--- src/rtl/signed_seq_div_pkg.sv ---
// Shared operand width, FSM state encoding and per-operation flag bundle for the signed divider.
// Constants and types only, so there is no latency and no flow control in this file.
`ifndef OPERAND_SIZE
`define OPERAND_SIZE 8
`endif

package signed_seq_div_pkg;

  localparam int DEFAULT_OPERAND_SIZE = `OPERAND_SIZE;

  localparam logic [1:0] ST_IDLE = 2'd0;
  localparam logic [1:0] ST_CALC = 2'd1;
  localparam logic [1:0] ST_FIX  = 2'd2;
  localparam logic [1:0] ST_DONE = 2'd3;

  typedef struct packed {
    logic sign_q;
    logic sign_r;
    logic dz;
    logic ovf;
  } op_flags_t;

  function automatic int cnt_width(input int n);
    return (n <= 2) ? 1 : $clog2(n);
  endfunction

endpackage

--- src/rtl/signed_abs.sv ---
// Two's-complement magnitude and sign; purely combinational with no handshake.
// The most negative input maps to 2^(W-1), which still fits as an unsigned W-bit value.
module signed_abs
  import signed_seq_div_pkg::*;
#(
  parameter int WIDTH = DEFAULT_OPERAND_SIZE
) (
  input  logic [WIDTH-1:0] value,
  output logic [WIDTH-1:0] mag,
  output logic             sign
);

  assign sign = value[WIDTH-1];
  assign mag  = sign ? (~value + 1'b1) : value;

endmodule

--- src/rtl/signed_seq_div.sv ---
// Signed restoring divider; out_valid rises N+1 edges after acceptance (N CALC, 1 FIX).
// Result is held until out_ready; in_ready is high only in IDLE and other in_valid pulses are dropped.
module signed_seq_div
  import signed_seq_div_pkg::*;
#(
  parameter int OPERAND_SIZE = DEFAULT_OPERAND_SIZE
) (
  input  logic                    clk,
  input  logic                    rst_n,
  input  logic                    in_valid,
  output logic                    in_ready,
  input  logic [OPERAND_SIZE-1:0] dividend,
  input  logic [OPERAND_SIZE-1:0] divisor,
  output logic                    out_valid,
  input  logic                    out_ready,
  output logic [OPERAND_SIZE-1:0] quotient,
  output logic [OPERAND_SIZE-1:0] remainder,
  output logic                    div_by_zero,
  output logic                    overflow
);

  localparam int N  = OPERAND_SIZE;
  localparam int CW = cnt_width(N);
  localparam logic [CW-1:0] LAST_ITER = CW'(N - 1);
  localparam logic [N-1:0]  MOST_NEG  = {1'b1, {(N-1){1'b0}}};

  logic [1:0]    state;
  logic [N-1:0]  rem_q;
  logic [N-1:0]  quo_q;
  logic [N-1:0]  dvs_q;
  logic [CW-1:0] cnt_q;
  op_flags_t     flg_q;

  logic [N-1:0]  dvd_mag;
  logic [N-1:0]  dvs_mag;
  logic          dvd_sign;
  logic          dvs_sign;

  logic [N:0]    rem_sh;
  logic [N:0]    rem_sub;
  logic          fits;
  logic [N-1:0]  q_fix;
  logic [N-1:0]  r_fix;

  signed_abs #(.WIDTH(N)) u_abs_dividend (
    .value (dividend),
    .mag   (dvd_mag),
    .sign  (dvd_sign)
  );

  signed_abs #(.WIDTH(N)) u_abs_divisor (
    .value (divisor),
    .mag   (dvs_mag),
    .sign  (dvs_sign)
  );

  assign in_ready = (state == ST_IDLE);

  // Partial remainder stays below |divisor| <= 2^(N-1), so only the shifted value needs the extra bit;
  // the borrow out of the trial subtraction is the "R < |divisor|" decision.
  always_comb begin
    rem_sh  = {rem_q, quo_q[N-1]};
    rem_sub = rem_sh - {1'b0, dvs_q};
    fits    = ~rem_sub[N];
  end

  // With a zero divisor every trial subtraction succeeds, so R ends up as |dividend| and the
  // ordinary remainder sign fix-up already reproduces the dividend; only the quotient is forced.
  always_comb begin
    q_fix = flg_q.sign_q ? (~quo_q + 1'b1) : quo_q;
    r_fix = flg_q.sign_r ? (~rem_q + 1'b1) : rem_q;
    if (flg_q.dz) begin
      q_fix = '1;
    end else if (flg_q.ovf) begin
      q_fix = MOST_NEG;
      r_fix = '0;
    end
  end

  always_ff @(posedge clk or negedge rst_n) begin
    if (!rst_n) begin
      state       <= ST_IDLE;
      rem_q       <= '0;
      quo_q       <= '0;
      dvs_q       <= '0;
      cnt_q       <= '0;
      flg_q       <= '0;
      out_valid   <= 1'b0;
      quotient    <= '0;
      remainder   <= '0;
      div_by_zero <= 1'b0;
      overflow    <= 1'b0;
    end else begin
      case (state)
        ST_IDLE: begin
          if (in_valid) begin
            quo_q       <= dvd_mag;
            dvs_q       <= dvs_mag;
            rem_q       <= '0;
            cnt_q       <= '0;
            flg_q       <= op_flags_t'{
                             sign_q: dvd_sign ^ dvs_sign,
                             sign_r: dvd_sign,
                             dz:     (divisor == '0),
                             ovf:    (dividend == MOST_NEG) && (divisor == '1)
                           };
            div_by_zero <= 1'b0;
            overflow    <= 1'b0;
            state       <= ST_CALC;
          end
        end
        ST_CALC: begin
          rem_q <= fits ? rem_sub[N-1:0] : rem_sh[N-1:0];
          quo_q <= {quo_q[N-2:0], fits};
          cnt_q <= cnt_q + 1'b1;
          if (cnt_q == LAST_ITER) begin
            state <= ST_FIX;
          end
        end
        ST_FIX: begin
          quotient    <= q_fix;
          remainder   <= r_fix;
          div_by_zero <= flg_q.dz;
          overflow    <= flg_q.ovf;
          out_valid   <= 1'b1;
          state       <= ST_DONE;
        end
        ST_DONE: begin
          if (out_ready) begin
            out_valid <= 1'b0;
            state     <= ST_IDLE;
          end
        end
        default: state <= ST_IDLE;
      endcase
    end
  end

endmodule

--- config.mk ---
export PLATFORM = sky130hd
export DESIGN_NAME = signed_seq_div
export DESIGN_NICKNAME = d
export VERILOG_FILES = /design/src/rtl/signed_seq_div_pkg.sv /design/src/rtl/signed_abs.sv /design/src/rtl/signed_seq_div.sv
export SDC_FILE = /design/constraint.sdc
export NUM_CORES = 1
export LEC_CHECK = 0
export ABC_AREA = 1
export BUFFER_PORTS_ARGS = -buffer_cell sky130_fd_sc_hd__buf_2
export CORE_ASPECT_RATIO = 0.9
export CORE_MARGIN = 5
export CORE_UTILIZATION = 53
export DETAILED_ROUTE_END_ITERATION = 6
export MAX_ROUTING_LAYER = met4
export PLACE_DENSITY = 0.76
export SKIP_LAST_GASP = 1
export SLEW_MARGIN = 5
export SYNTH_ARGS = -nofsm -noshare
export SYNTH_HDL_FRONTEND = slang
export SYNTH_SLANG_ARGS = --single-unit
export TNS_END_PERCENT = 100
--- constraint.sdc ---
create_clock -name clk -period 1.8 [get_ports clk]
set_input_delay 0.09 -clock clk [delete_from_list [all_inputs] [get_ports clk]]
set_output_delay 0.09 -clock clk [all_outputs]
set_load 0.01 [all_outputs]
==> run summary <==
The worst min-delay path startpoint is out_ready. The tool flagged a number of max-cap violations equal to 0. The post-layout utilization of the core was 65.5%; the largest stage delay on the critical path was 0.41 ns. The flow ran to the end, but the final reports show violations.

The count of port buffers added during placement came out at 39. The detail route stage leaves a number of antenna-violating nets equal to 0. The largest buffer count on any clock path is 2, and the average via count per standard cell is 5.27. At the worst endpoint, the required time is 2.06 ns. The sort of element at the start of the critical path was a register. The top fanout value on the critical path was 6; the H-tree level count was 2. The total number of cells along the worst setup path is 13. In this run the critical register-to-register path is launched from quo_q[7]$_DFFE_PN0P_.

The number of detailed-routing iterations run before antenna repair came out at 4. The tools report the end of the worst register-to-register path as rem_q[5]$_DFFE_PN0P_. The finished cells cover 0.00405 mm². Number of buffers inserted during clock tree synthesis: 5. IR analysis of the VDD net gives a maximum drop of 0.758 mV. The portion of total power attributed to the clock network is 9.4%. Minimum clock period after layout: 1.84 ns. The number of cells on the worst reg-to-reg path is 13. Headroom to the max-slew limit: 56.0%. Critical path capture point type: a register. Synthesis produced a netlist with a net count of 490. The power density over cell area works out to 1850 mW/mm². Synthesis instantiated 40 different standard cells from the library. Row generation in the floorplan step produced 27 rows. The cell area reported after detailed placement was 0.00377 mm². The share of the Yosys chip area taken by registers is 38.2%. The clock transition at the registers of the reported paths was 0.10 ns; the combinational share of power was 63.1%. The first routing iteration left 220 violations. The die covers 0.00814 mm². Setup repair after global routing could not meet its margin everywhere.

Along the worst hold path, the cell count comes to 4. Dividing the final minimum period by the clock period gives 102%. The cell count after synthesis came out at 450. For this run, the total global-route usage over all layers was measured as 21.6%. The number of antenna violations at the first check in global routing is 0, and the number of setup violations in the final report is 6. The actual slew at the worst max-slew pin came out at 0.660 ns. The routed layout has 3148 vias. The sink of the worst hold path was out_valid$_DFFE_PN0P_. In the final routed layout, each cell accounts on average for 13.8 µm. For the final worst slack, the log shows -0.0372 ns. The critical path goes through inv_2 > ha_4 > inv_2 > fa_2 > nand2_2 > nand2_4 > nand3_4 > nand2_4 > nand2_8 > nand2_8 > nand2_4 > nand3_2 > nand2_1. In this run the power spent charging and discharging nets is 3.69 mW. The category of the critical setup timing path is register to register. The run gives 2.13 nW as the leakage power of the design. The detailed-route DRC error count is 0, and the summed instance area of the synthesized netlist is 0.00341 mm². The I/O pin count is 40, and the arrival time reported for the critical path endpoint is 2.10 ns. The run gives 0.0453 ns as the worst hold slack. Entering global routing, the biggest net connects 53 pins. Once the floorplan was initialized, standard cells occupied 55.1% of the core. Class of the worst hold path: input pin to register. The via count of the first global-routing pass is 2912, and the count of state elements after synthesis is 52. Fill cells in the final layout number 533. At the end of routability-driven placement, the weighted congestion stood at 0.855.

The wire-length estimate of the detail-placed layout is 6080 µm. Counting tap cells, the placed design contains a total of 581 instances. The final reports fail on setup timing.

Yosys printed 0 warnings. The repair_antennas step left the layout with diodes totalling 0. The cell repeated most along the worst path is sky130_fd_sc_hd__nand2_4.

Timing would allow up to 544 MHz. Cells with a size suffix above 1 make up 22.2% of the layout. The master of the slowest instance on the critical path was sky130_fd_sc_hd__dfrtp_1. The most instantiated flip-flop cell in the synthesis netlist is sky130_fd_sc_hd__dfrtp_1. The tree built by TritonCTS fans out to 52 sinks. The logs give 13500 µm for the first-pass GRT wire length and 0 for the aggregate global routing overflow.

At the end of the flow, the number of nets in the layout was 549. The overall die width is 94.5 µm, and the count of flip-flops with a built-in enable after synthesis is 0. Each instance of the synthesized netlist takes up on average 7.57 µm². The max-slew violation total from the final report is 0. Compared with the post-synthesis result, the final layout area differs by 18.9%.

TritonCTS built the clock tree. Overall power of the completed layout: 7.49 mW. The floorplan step set the die height to 86.1 µm.

For this run, asynchronously set or reset flops after synthesis account for 100%. The internal power component was 3.79 mW. For this run, the number of standard cells in the final layout without fillers is 597.

The critical path contains buffers and inverters numbering 2 combined. Across all register-to-register paths, the minimum setup slack is -0.04 ns. Critical path's top delay family: simple AND/OR/NAND/NOR gates. The run gives 0.32 ns as the later-pin clock latency in the skew report. The worst clock skew came out at 0.00979 ns. The switching portion of total power was 49.3%; the number of hold-slack violations in the final timing report was 0. After detailed routing, the total wire length is 8220 µm. The root buffer cell chosen for the clock tree is sky130_fd_sc_hd__clkbuf_8. The core region is 0.00618 mm². Sequential cells account for 27.5% of the total power.
[layer usage]
| metal | wire (µm) | vias up | part of all wire (%) | GRT usage, % |
|---|---|---|---|---|
| li1 | - | 1583 | - | - |
| met1 | 3770 | 1474 | 46 | 29.5 |
| met2 | 3880 | 83 | 47 | 32.7 |
| met3 | 476 | 8 | 5.8 | 4.47 |
| met4 | 88 | 0 | 1.1 | 6.16 |
| met5 | 0 | - | 0 | - |
[synth_stat cells (2+ instances only)]
cell type | instances | area, µm²
sky130_fd_sc_hd__inv_1 | 61 | 229
sky130_fd_sc_hd__nor2_1 | 21 | 78.8
sky130_fd_sc_hd__buf_4 | 3 | 22.5
sky130_fd_sc_hd__nand2_2 | 3 | 18.8
sky130_fd_sc_hd__o21ai_0 | 40 | 200
sky130_fd_sc_hd__nor3_1 | 3 | 15.0
sky130_fd_sc_hd__clkbuf_1 | 2 | 7.51
sky130_fd_sc_hd__a21oi_1 | 21 | 105
sky130_fd_sc_hd__xnor2_1 | 2 | 17.5
sky130_fd_sc_hd__nand2_4 | 4 | 45.0
sky130_fd_sc_hd__dfrtp_1 | 52 | 1300
sky130_fd_sc_hd__nand4_1 | 7 | 43.8
sky130_fd_sc_hd__o32ai_1 | 2 | 17.5
sky130_fd_sc_hd__buf_2 | 5 | 25.0
sky130_fd_sc_hd__nand3_4 | 2 | 35.0
sky130_fd_sc_hd__xor2_1 | 8 | 70.1
sky130_fd_sc_hd__o31ai_1 | 4 | 30.0
sky130_fd_sc_hd__nand3_1 | 35 | 175
sky130_fd_sc_hd__a22o_1 | 3 | 26.3
sky130_fd_sc_hd__nand2_1 | 126 | 473
sky130_fd_sc_hd__inv_2 | 3 | 11.3
sky130_fd_sc_hd__nand3b_1 | 3 | 22.5
sky130_fd_sc_hd__o211ai_1 | 4 | 30.0
sky130_fd_sc_hd__nor2_2 | 2 | 12.5
sky130_fd_sc_hd__ha_1 | 19 | 238
[kinds of logic (layout without fill, tap and decap cells)]
kind of cell	Yosys count	count (layout)	share of synthesized area (%)
XOR/XNOR	10	10	2.57
adder cells (fa/ha/maj)	20	20	7.56
AO/OA/AOI/OAI	82	82	14.4
flip-flops	52	52	38.2
AND/OR/NAND/NOR	210	212	28.0
buffers and inverters	76	134	9.25
[power groups by stage]
stage / clock network, mW / registers, mW / logic [mW]
6_report: 0.707 / 2.06 / 4.72
3_5_place_dp: 0 / 2.05 / 4.14
5_1_grt: 0.768 / 2.12 / 5.32
4_1_cts: 0.729 / 2.04 / 4.49
3_3_place_gp: 0 / 2.03 / 4.02
2_1_floorplan: 0 / 2.03 / 3.05
[worst max-delay path by stage]
stage	from	endpoint	slack, ns
after floorplan	quo_q[7]$_DFFE_PN0P_	rem_q[7]$_DFFE_PN0P_	0.007
after global placement	quo_q[7]$_DFFE_PN0P_	rem_q[4]$_DFFE_PN0P_	-0.01
after detailed placement	quo_q[7]$_DFFE_PN0P_	rem_q[6]$_DFFE_PN0P_	-0.07
after CTS	quo_q[7]$_DFFE_PN0P_	rem_q[6]$_DFFE_PN0P_	0.01
after global routing	quo_q[7]$_DFFE_PN0P_	rem_q[5]$_DFFE_PN0P_	-0.12
final	quo_q[7]$_DFFE_PN0P_	rem_q[5]$_DFFE_PN0P_	-0.04
[layout by cell type (no fill, tap or decap), drive strengths merged, types with 4 or more instances in the layout]
master  netlist  final
o211ai        4      4
o31ai         4      4
nand2       133    134
inv          65     66
dfrtp        52     52
xor2          8      8
nand3        37     38
clkbuf        2      5
o21ai        42     42
a21oi        23     23
ha           19     19
nor2         24     24
nand4         7      7
nor3          4      4
buf           9     60
[layout make-up]
cell class / instances / area, µm² / area share (%)
Multi-Input combinational cell: 324 / 1930 / 47.7
Clock buffer: 5 / 68.8 / 1.70
Clock inverter: 3 / 27.5 / 0.679
Inverter: 65 / 249 / 6.15
Tap cell: 87 / 109 / 2.69
Sequential cell: 52 / 1300 / 32.1
Timing Repair Buffer: 61 / 363 / 8.96
[metrics by stage]
step	setup WS (ns)	TNS (ns)
6_report	-0.0372	-0.0718
3_5_place_dp	-0.0738	-0.285
4_1_cts	0.0102	0
5_1_grt	-0.116	-0.735
3_3_place_gp	-0.0116	-0.0375
2_1_floorplan	0.00712	0
[registers in the layout, summed over array words and instances (netlist names)]
register / count
dvs_q: 8
quo_q: 8
quotient: 8
rem_q: 8
remainder: 8
flg_q: 4
cnt_q: 3
state: 2
div_by_zero: 1
out_valid: 1
overflow: 1
[timing repair]
item,in CTS,in global routing
hold endpoints to repair,52,0
gates resized for setup,11,15
hold buffers,1,0
pin swaps,10,11
buffers inserted,3,2
setup endpoints to repair,8,13
gates cloned,2,0
[tightest hold or removal path: stages]
cell	delay, ns
sky130_fd_sc_hd__buf_2	0.07
sky130_fd_sc_hd__inv_1	0.04
sky130_fd_sc_hd__nand2_1	0.04
sky130_fd_sc_hd__o21ai_0	0.07
(Power assumes the default switching activity.)
